$ cat src/rtl/pipe_stage_skid_if.sv
// Valid/ready handshake bundle for one pipeline stage: upstream (in_*) and downstream (out_*) sides.
// The master modport is the environment around the stage. The slave modport is the stage itself.
interface pipe_stage_skid_if #(
    parameter int unsigned WIDTH = 32
);
    logic             in_valid;
    logic             in_ready;
    logic [WIDTH-1:0] in_data;
    logic             out_valid;
    logic             out_ready;
    logic [WIDTH-1:0] out_data;

    modport master (
        output in_valid, in_data, out_ready,
        input  in_ready, out_valid, out_data
    );

    modport slave (
        input  in_valid, in_data, out_ready,
        output in_ready, out_valid, out_data
    );
endinterface

$ cat src/rtl/pipe_stage_skid.sv
// Valid/ready pipeline stage with a 2-entry skid buffer, flush, and saturating stall/flush counters.
// in_ready and out_valid decode from the state register only, so no combinational ready path exists.
module pipe_stage_skid #(
    parameter int unsigned       WIDTH       = 32,
    parameter logic [WIDTH-1:0]  RESET_VALUE = '0,
    parameter int unsigned       CNT_WIDTH   = 16
) (
    input  logic                 clk,
    input  logic                 rst_n,
    input  logic                 flush,
    pipe_stage_skid_if.slave     bus,
    output logic [1:0]           occupancy,
    output logic [CNT_WIDTH-1:0] stall_cnt,
    output logic [CNT_WIDTH-1:0] flush_cnt
);
    typedef enum logic [1:0] {
        EMPTY = 2'd0,
        BUSY  = 2'd1,
        FULL  = 2'd2
    } state_e;

    state_e               state_q;
    logic [WIDTH-1:0]     main_q;
    logic [WIDTH-1:0]     skid_q;
    logic [CNT_WIDTH-1:0] stall_cnt_q;
    logic [CNT_WIDTH-1:0] stall_cnt_d;
    logic [CNT_WIDTH-1:0] flush_cnt_q;
    logic [CNT_WIDTH-1:0] flush_cnt_d;
    logic [CNT_WIDTH:0]   flush_sum;

    assign bus.out_valid = (state_q != EMPTY);
    assign bus.in_ready  = (state_q != FULL);
    assign bus.out_data  = main_q;
    assign occupancy     = state_q;
    assign stall_cnt     = stall_cnt_q;
    assign flush_cnt     = flush_cnt_q;

    // One bit of headroom catches the overflow so the add clamps to all-ones.
    assign flush_sum = {1'b0, flush_cnt_q} + (CNT_WIDTH+1)'(occupancy);

    always_comb begin
        stall_cnt_d = stall_cnt_q;
        if (bus.out_valid && !bus.out_ready && !flush && (stall_cnt_q != '1))
            stall_cnt_d = stall_cnt_q + 1'b1;

        flush_cnt_d = flush_cnt_q;
        if (flush)
            flush_cnt_d = flush_sum[CNT_WIDTH] ? '1 : flush_sum[CNT_WIDTH-1:0];
    end

    always_ff @(posedge clk) begin
        if (!rst_n) begin
            state_q     <= EMPTY;
            main_q      <= RESET_VALUE;
            skid_q      <= RESET_VALUE;
            stall_cnt_q <= '0;
            flush_cnt_q <= '0;
        end else begin
            stall_cnt_q <= stall_cnt_d;
            flush_cnt_q <= flush_cnt_d;
            if (flush) begin
                state_q <= EMPTY;
                main_q  <= RESET_VALUE;
                skid_q  <= RESET_VALUE;
            end else begin
                unique case (state_q)
                    EMPTY: begin
                        if (bus.in_valid) begin
                            main_q  <= bus.in_data;
                            state_q <= BUSY;
                        end
                    end
                    BUSY: begin
                        if (bus.in_valid && bus.out_ready) begin
                            main_q <= bus.in_data;
                        end else if (bus.in_valid) begin
                            skid_q  <= bus.in_data;
                            state_q <= FULL;
                        end else if (bus.out_ready) begin
                            state_q <= EMPTY;
                        end
                    end
                    FULL: begin
                        if (bus.out_ready) begin
                            main_q  <= skid_q;
                            state_q <= BUSY;
                        end
                    end
                    default: state_q <= EMPTY;
                endcase
            end
        end
    end
endmodule

$ cat src/flat_wrapper.sv
// flat-port wrapper written by rule: the top's interface ports become plain ports
module pipe_stage_skid_flat 
#(
    parameter int unsigned       WIDTH       = 32,
    parameter logic [WIDTH-1:0]  RESET_VALUE = '0,
    parameter int unsigned       CNT_WIDTH   = 16
)
  (clk, rst_n, flush, occupancy, stall_cnt, flush_cnt, bus_in_valid, bus_in_data, bus_out_ready, bus_in_ready, bus_out_valid, bus_out_data);
  pipe_stage_skid_if #(.WIDTH(WIDTH)) bus_i ();
  input  logic clk;
  input  logic rst_n;
  input  logic flush;
  output logic [1:0] occupancy;
  output logic [CNT_WIDTH-1:0] stall_cnt;
  output logic [CNT_WIDTH-1:0] flush_cnt;
  input wire logic [$bits(bus_i.in_valid)-1:0] bus_in_valid;
  input wire logic [$bits(bus_i.in_data)-1:0] bus_in_data;
  input wire logic [$bits(bus_i.out_ready)-1:0] bus_out_ready;
  output wire logic [$bits(bus_i.in_ready)-1:0] bus_in_ready;
  output wire logic [$bits(bus_i.out_valid)-1:0] bus_out_valid;
  output wire logic [$bits(bus_i.out_data)-1:0] bus_out_data;
  assign bus_i.in_valid = bus_in_valid;
  assign bus_i.in_data = bus_in_data;
  assign bus_i.out_ready = bus_out_ready;
  assign bus_in_ready = bus_i.in_ready;
  assign bus_out_valid = bus_i.out_valid;
  assign bus_out_data = bus_i.out_data;
  pipe_stage_skid #(.WIDTH(WIDTH), .RESET_VALUE(RESET_VALUE), .CNT_WIDTH(CNT_WIDTH)) u_core (.clk(clk), .rst_n(rst_n), .flush(flush), .bus(bus_i), .occupancy(occupancy), .stall_cnt(stall_cnt), .flush_cnt(flush_cnt));
endmodule
$ cat config.mk
export PLATFORM = sky130hd
export DESIGN_NAME = pipe_stage_skid_flat
export DESIGN_NICKNAME = d
export VERILOG_FILES = /design/src/rtl/pipe_stage_skid_if.sv /design/src/rtl/pipe_stage_skid.sv /design/src/flat_wrapper.sv
export SDC_FILE = /design/constraint.sdc
export NUM_CORES = 1
export LEC_CHECK = 0
export BUFFER_PORTS_ARGS = -buffer_cell sky130_fd_sc_hd__buf_2
export CAP_MARGIN = 20
export CORE_ASPECT_RATIO = 1.75
export CORE_MARGIN = 3
export CORE_UTILIZATION = 57
export DETAILED_ROUTE_END_ITERATION = 8
export PLACE_DENSITY = 0.87
export SKIP_CTS_REPAIR_TIMING = 1
export SLEW_MARGIN = 20
export SYNTH_ARGS = -nofsm -noshare
export SYNTH_HDL_FRONTEND = slang
export SYNTH_SLANG_ARGS = --single-unit
$ cat constraint.sdc
create_clock -name clk -period 3 [get_ports clk]
set_input_delay 0.75 -clock clk [delete_from_list [all_inputs] [get_ports clk]]
set_output_delay 0.75 -clock clk [all_outputs]
set_load 0.02 [all_outputs]
==> results.py, run 1 <==
metrics = {
    "timing": {
        "tightest_slew_ps": 837,
        "setup_tns_ps": 0,
        "finalHoldViolations": 0,
        "slew_viol_final": 0,
        "fin_crit_sh": 0.840,
        "timing.final.ws_setup_ps": 481,
        "relSlewSlack": 0.442,
        "rsz0062_at_grt": "false",
        "max_freq_ghz": 0.397,
        "fin_skew_ps": 5.17,
        "finalCriticalPeriod_ps": 2520,
        "setup_viol": 0,
    },
    "cts": {
        "clk_pin_slew_worst_paths_ps": 60,
        "clockRootBuffer": "clkbuf_16",
        "clk_latency_ps": 330,
        "cts_buffer_depth": 2,
        "cts_made_buffers": 9,
        "cts_tree": "built",
        "ctsHtreeMaxLevel": 3,
        "cts.sinks": 98,
    },
    "pwr": {
        "p_seq_frac": 0.458,
        "ir_drop_v": 0.000553,
        "p_int_mw": 2.32,
        "powerDensity_mw_per_mm2": 563,
        "power.leakage_nw": 2.27,
        "p_clk_frac": 0.471,
        "power_frac_comb": 0.071,
        "p_switching_mw": 0.609,
        "netSwitchingFraction": 0.208,
    },
    "min_path": {
        "min_to": "u_core.skid_q[30]",
        "min_from": "u_core.skid_q[30]",
        "min_path_type": "flip-flop to flip-flop",
        "min_path_cells": 2,
    },
    "finish": {
        "area_growth_pct": 21.4,
        "fillerInstances": 544,
        "diodes": 0,
        "drive_above_1_share": 0.227,
        "nNetsFinal": 622,
    },
    "synthesis": {
        "synth-seq-cells": 98,
        "ys_types": 47,
        "netlist_instances": 494,
        "syn_area_mm2": 0.00429,
        "async_flop_share": 0,
        "ys.warnings.count": 0,
        "yosysMostFrequentCell": "dfxtp_1",
        "syn_nets": 535,
        "yosys-top-cells-area": "dfxtp_1 46%, mux2i_1 9.3%, nand2_1 7.4%",
        "synth-main-ff-cell": "dfxtp_1",
        "synth_top_area_frac": 0.458,
        "synth.avg_cell_area_um2": 8.68,
        "netlist_top_cells_count": "98 x dfxtp_1, 84 x nand2_1, 53 x a21oi_1, 40 x mux2i_1, 38 x nor2_1",
        "synth_edf_count": 0,
        "synth_top_cell_by_area": "dfxtp_1",
        "ys_seq_area_frac": 0.458,
    },
    "global_routing": {
        "grt_start_max_net_pins": 65,
        "overflow": 0,
        "grt_pass1_vias": 3616,
        "antenna_found_initial": 0,
        "grt_pass1_wl_mm": 16.5,
        "grt_usage": 0.234,
    },
    "placed_design": {
        "dp_slack_ps": 529,
        "dp_hpwl_mm": 6.82,
        "place.port_buffers": 104,
        "routabilityCongestion": 0.967,
    },
    "critical_path": {
        "worstPathRequired_ps": 3250,
        "crit_fanout": 13,
        "r2r_start": "u_core.occupancy[0]",
        "criticalPathCategory": "flip-flop to flip-flop",
        "arrival_ps": 2770,
        "end_kind": "flip-flop",
        "start_kind": "flip-flop",
        "worst_r2r_endpoint": "u_core.flush_cnt[1]",
        "r2r_setup_slack_ps": 480,
        "reg2reg_depth": 7,
    },
    "die": {
        "die_h_um": 121,
        "die_w_um": 71.6,
        "pin_count": 105,
        "row_count": 41,
        "core_area_mm2": 0.00728,
        "dieArea_mm2": 0.00864,
        "start_util": 0.588,
    },
    "detailed_routing": {
        "drt_iter0_drc": 157,
        "drtPass1Iterations": 4,
        "routed_via_density": 5.73,
        "drtAntennaViolNets": 0,
        "post_drt_wl_per_cell_um": 14.5,
        "vias": 3848,
        "remaining_drc_errors": 0,
        "wirelength_mm": 9.76,
    },
    "job": {
        "maxCapViolCount": 0,
    },
    "outcome": {
        "status": "finished, final reports clean",
    },
}
==> logic make-up (layout without fill, tap and decap cells) <==
logic type / after synthesis / in the layout / share of synthesized area
AND/OR/NAND/NOR: 188 / 188 / 0.210
AO/OA/AOI/OAI: 113 / 113 / 0.165
flip-flops: 98 / 98 / 0.458
buffers and inverters: 42 / 134 / 0.0423
multiplexers: 40 / 40 / 0.0934
XOR/XNOR: 9 / 9 / 0.0184
adder cells (fa/ha/maj): 4 / 4 / 0.0134
==> worst max path at each step <==
stage	from	end	slack, ps
floorplan	u_core.occupancy[0]	u_core.flush_cnt[0]	870
global placement	u_core.occupancy[0]	u_core.flush_cnt[2]	730
detailed placement	u_core.occupancy[0]	u_core.flush_cnt[2]	530
CTS	u_core.occupancy[0]	u_core.flush_cnt[13]	460
global route	u_core.occupancy[0]	u_core.flush_cnt[1]	230
finish	u_core.occupancy[0]	u_core.flush_cnt[1]	480
==> worst max-delay path: stages, from the launching register on <==
cell and delay, ps:
dfxtp_1 440, ha_1 210, inv_1 60, fa_1 380, nand3b_1 230, nor2_1 390
nand3_1 460, a21oi_1 270
==> flip-flops by register name, summed over array words and instances (netlist names) <==
| name | cells |
|---|---|
| u_core.bus.out_data | 32 |
| u_core.skid_q | 32 |
| u_core.flush_cnt | 16 |
| u_core.stall_cnt | 16 |
| u_core.occupancy | 2 |
==> per-layer routing <==
| metal | vias up | track usage | routed length (µm) |
|---|---|---|---|
| li1 | 1934 | - | - |
| met1 | 1788 | 0.279 | 3920 |
| met2 | 112 | 0.400 | 5060 |
| met3 | 14 | 0.0599 | 625 |
| met4 | 0 | 0.0859 | 157 |
| met5 | - | 0 | 0 |
==> cell type report <==
type / count / area [µm²] / area share
clock inverter: 5 / 125 / 0.0240
clock buffer: 11 / 243 / 0.0466
sequential: 98 / 1960 / 0.377
multi-input combinational: 354 / 2160 / 0.415
tap: 86 / 108 / 0.0207
timing repair buffer: 110 / 578 / 0.111
inverter: 8 / 30.0 / 0.00577
==> through the flow <==
step            util  power, mW  hold slack, ps  cells  instance area (µm²)
2_1_floorplan      -       1.50             436    494                 4290
3_3_place_gp   0.664       1.57             441    656                 4840
3_5_place_dp   0.664       1.58             446    656                 4840
4_1_cts        0.714       2.96             455    672                 5200
5_1_grt        0.714       3.04             480    672                 5200
6_report       0.714       2.93             454    672                 5200
==> cells in the final DEF (no fill, tap or decap), types with 3 or more instances in the layout <==
cell type,n
a211oi_1,36
a21oi_1,53
a31oi_1,3
and3_1,5
and4_1,3
buf_2,104
buf_4,5
bufinv_16,4
clkbuf_16,9
dfxtp_1,98
ha_1,3
inv_1,8
mux2i_1,40
nand2_1,84
nand2b_1,6
nand3_1,13
nand3b_1,3
nand4_1,3
nor2_1,38
nor3_1,3
nor4_1,7
o21ai_0,6
o31ai_1,5
or3_1,4
or4_1,5
xnor2_1,8
==> power groups by stage <==
stage / logic [mW] / registers (mW) / clock network, mW
after detailed placement: 0.210 / 1.37 / 0
after global routing: 0.233 / 1.34 / 1.46
after CTS: 0.210 / 1.34 / 1.41
after global placement: 0.204 / 1.37 / 0
final: 0.209 / 1.34 / 1.38
after floorplan: 0.104 / 1.40 / 0
Power figures use the tool's default switching activity.
==> run 2, diff against run 1 <==
--- a/config.mk
+++ b/config.mk
@@ -9,9 +9,9 @@
 export CAP_MARGIN = 20
 export CORE_ASPECT_RATIO = 1.75
 export CORE_MARGIN = 3
-export CORE_UTILIZATION = 57
+export CORE_UTILIZATION = 53
 export DETAILED_ROUTE_END_ITERATION = 8
-export PLACE_DENSITY = 0.87
+export PLACE_DENSITY = 0.82
 export SKIP_CTS_REPAIR_TIMING = 1
 export SLEW_MARGIN = 20
 export SYNTH_ARGS = -nofsm -noshare
==> constraint.sdc (replaced) <==
create_clock -name clk -period 2.5 [get_ports clk]
set_input_delay 0.625 -clock clk [delete_from_list [all_inputs] [get_ports clk]]
set_output_delay 0.625 -clock clk [all_outputs]
set_load 0.02 [all_outputs]
==> results.py, run 2 (synthesis results as in run 1) <==
metrics = {
    "outcome": {
        "status": "finished, final reports clean",
    },
    "placed_design": {
        "routabilityCongestion": 0.840,
        "dp_slack_ps": 266,
        "place.port_buffers": 104,
        "dp_hpwl_mm": 7.03,
        "placed_cells": 659,
    },
    "die": {
        "dieArea_mm2": 0.00925,
        "die_w_um": 74.0,
        "start_util": 0.555,
        "row_count": 42,
        "core_area_mm2": 0.00772,
        "die_h_um": 125,
        "pin_count": 105,
    },
    "cts": {
        "cts_tree": "built",
        "cts.sinks": 98,
        "cts_made_buffers": 9,
        "clk_pin_slew_worst_paths_ps": 60,
        "ctsHtreeMaxLevel": 3,
        "clk_latency_ps": 330,
        "clockRootBuffer": "clkbuf_16",
        "cts_buffer_depth": 2,
    },
    "finish": {
        "fin_cells": 675,
        "fillerInstances": 676,
        "drive_above_1_share": 0.230,
        "area_growth_pct": 19.9,
        "final_common_cell": "buf_2",
        "nNetsFinal": 623,
        "final_cell_mix": "104 x buf_2, 98 x dfxtp_1, 84 x nand2_1, 53 x a21oi_1, 40 x mux2i_1",
        "diodes": 0,
    },
    "critical_path": {
        "crit_fanout": 13,
        "worstPathRequired_ps": 2750,
        "crit_chain": "ha_1, inv_1, fa_1, nand3b_1, nor2_1, nand3_1, a21oi_1",
        "arrival_ps": 2500,
        "cpLargestDelayFamily": "simple AND/OR/NAND/NOR gates",
        "reg2reg_depth": 7,
        "end_kind": "flip-flop",
        "criticalPathCategory": "flip-flop to flip-flop",
        "max_stage_delay_ps": 450,
        "start_kind": "flip-flop",
        "worst_path_max_delay_cell": "dfxtp_1",
        "path_depth": 7,
        "critical_path_buf_inv_count": 1,
    },
    "timing": {
        "finalCriticalPeriod_ps": 2250,
        "finalHoldViolations": 0,
        "fin_crit_sh": 0.899,
        "relSlewSlack": 0.437,
        "slew_viol_final": 0,
        "fin_skew_ps": 3.76,
        "max_freq_ghz": 0.445,
        "rsz0062_at_grt": "false",
        "hold_ws_ps": 453,
        "tightest_slew_ps": 844,
        "setup_tns_ps": 0,
        "setup_viol": 0,
        "timing.final.ws_setup_ps": 251,
    },
    "detailed_routing": {
        "post_drt_wl_per_cell_um": 14.9,
        "vias": 3884,
        "remaining_drc_errors": 0,
        "drtPass1Iterations": 5,
        "wirelength_mm": 10.0,
        "routed_via_density": 5.75,
        "drtAntennaViolNets": 0,
        "drt_iter0_drc": 220,
    },
    "pwr": {
        "power.leakage_nw": 2.24,
        "powerDensity_mw_per_mm2": 632,
        "ir_drop_v": 0.000484,
    },
    "min_path": {
        "min_path_cells": 2,
        "min_path_type": "flip-flop to flip-flop",
    },
    "global_routing": {
        "grt_pass1_wl_mm": 16.7,
        "overflow": 0,
        "antenna_found_initial": 0,
        "grt_pass1_vias": 3624,
        "grt_usage": 0.224,
        "grt_start_max_net_pins": 67,
    },
    "job": {
        "maxCapViolCount": 0,
    },
}
## run 2: changes by cell type in the layout (fill, tap and decap cells not counted), sizes merged
cell      before  now
clkinv         1    3
clkinvlp       0    1
buf          110  111
bufinv         4    1
## run 2: area by class of cell
cell class              instances  area, µm²  share of cell area
repair buffers                111        573               0.112
multi-input cells             354       2160               0.420
inverters                       8       30.0             0.00584
flip-flops and latches         98       1960               0.382
clock buffers                  11        253              0.0492
well taps                      88        110              0.0214
clock inverters                 5       52.6              0.0102
## run 2: power by group
part	total (mW)	internal (mW)	switching [mW]
clock	1.39	0.824	0.562
combinational	0.249	0.0878	0.161
sequential	1.61	1.59	0.0188
## run 2: tightest hold or removal path, cell delays in order, from the launching register on
cell and delay (ps):
dfxtp_1 310, nand2_1 50, a21oi_1 50
## run 2: final timing paths
path	from	to	slack, ps
setup / recovery	u_core.occupancy[0]	u_core.flush_cnt[2]	250
hold reg to reg	u_core.skid_q[9]	u_core.skid_q[9]	450
hold / removal	u_core.skid_q[9]	u_core.skid_q[9]	450
setup reg to reg	u_core.occupancy[0]	u_core.flush_cnt[2]	250
## run 2: per-stage QoR
stage	area, µm²	total power, mW	util
final	5140	3.25	0.665
after global routing	5140	3.37	0.665
after CTS	5140	3.28	0.665
after detailed placement	4830	1.90	0.626
after global placement	4830	1.89	0.626
after floorplan	4290	1.80	-
## run 2: routing by layer
layer | vias up | GRT usage | part of all wire
li1 | 1925 | - | -
met2 | 130 | 0.388 | 0.51
met1 | 1810 | 0.256 | 0.40
met4 | 0 | 0.0811 | 0.021
met5 | - | 0 | 0
met3 | 19 | 0.0594 | 0.064
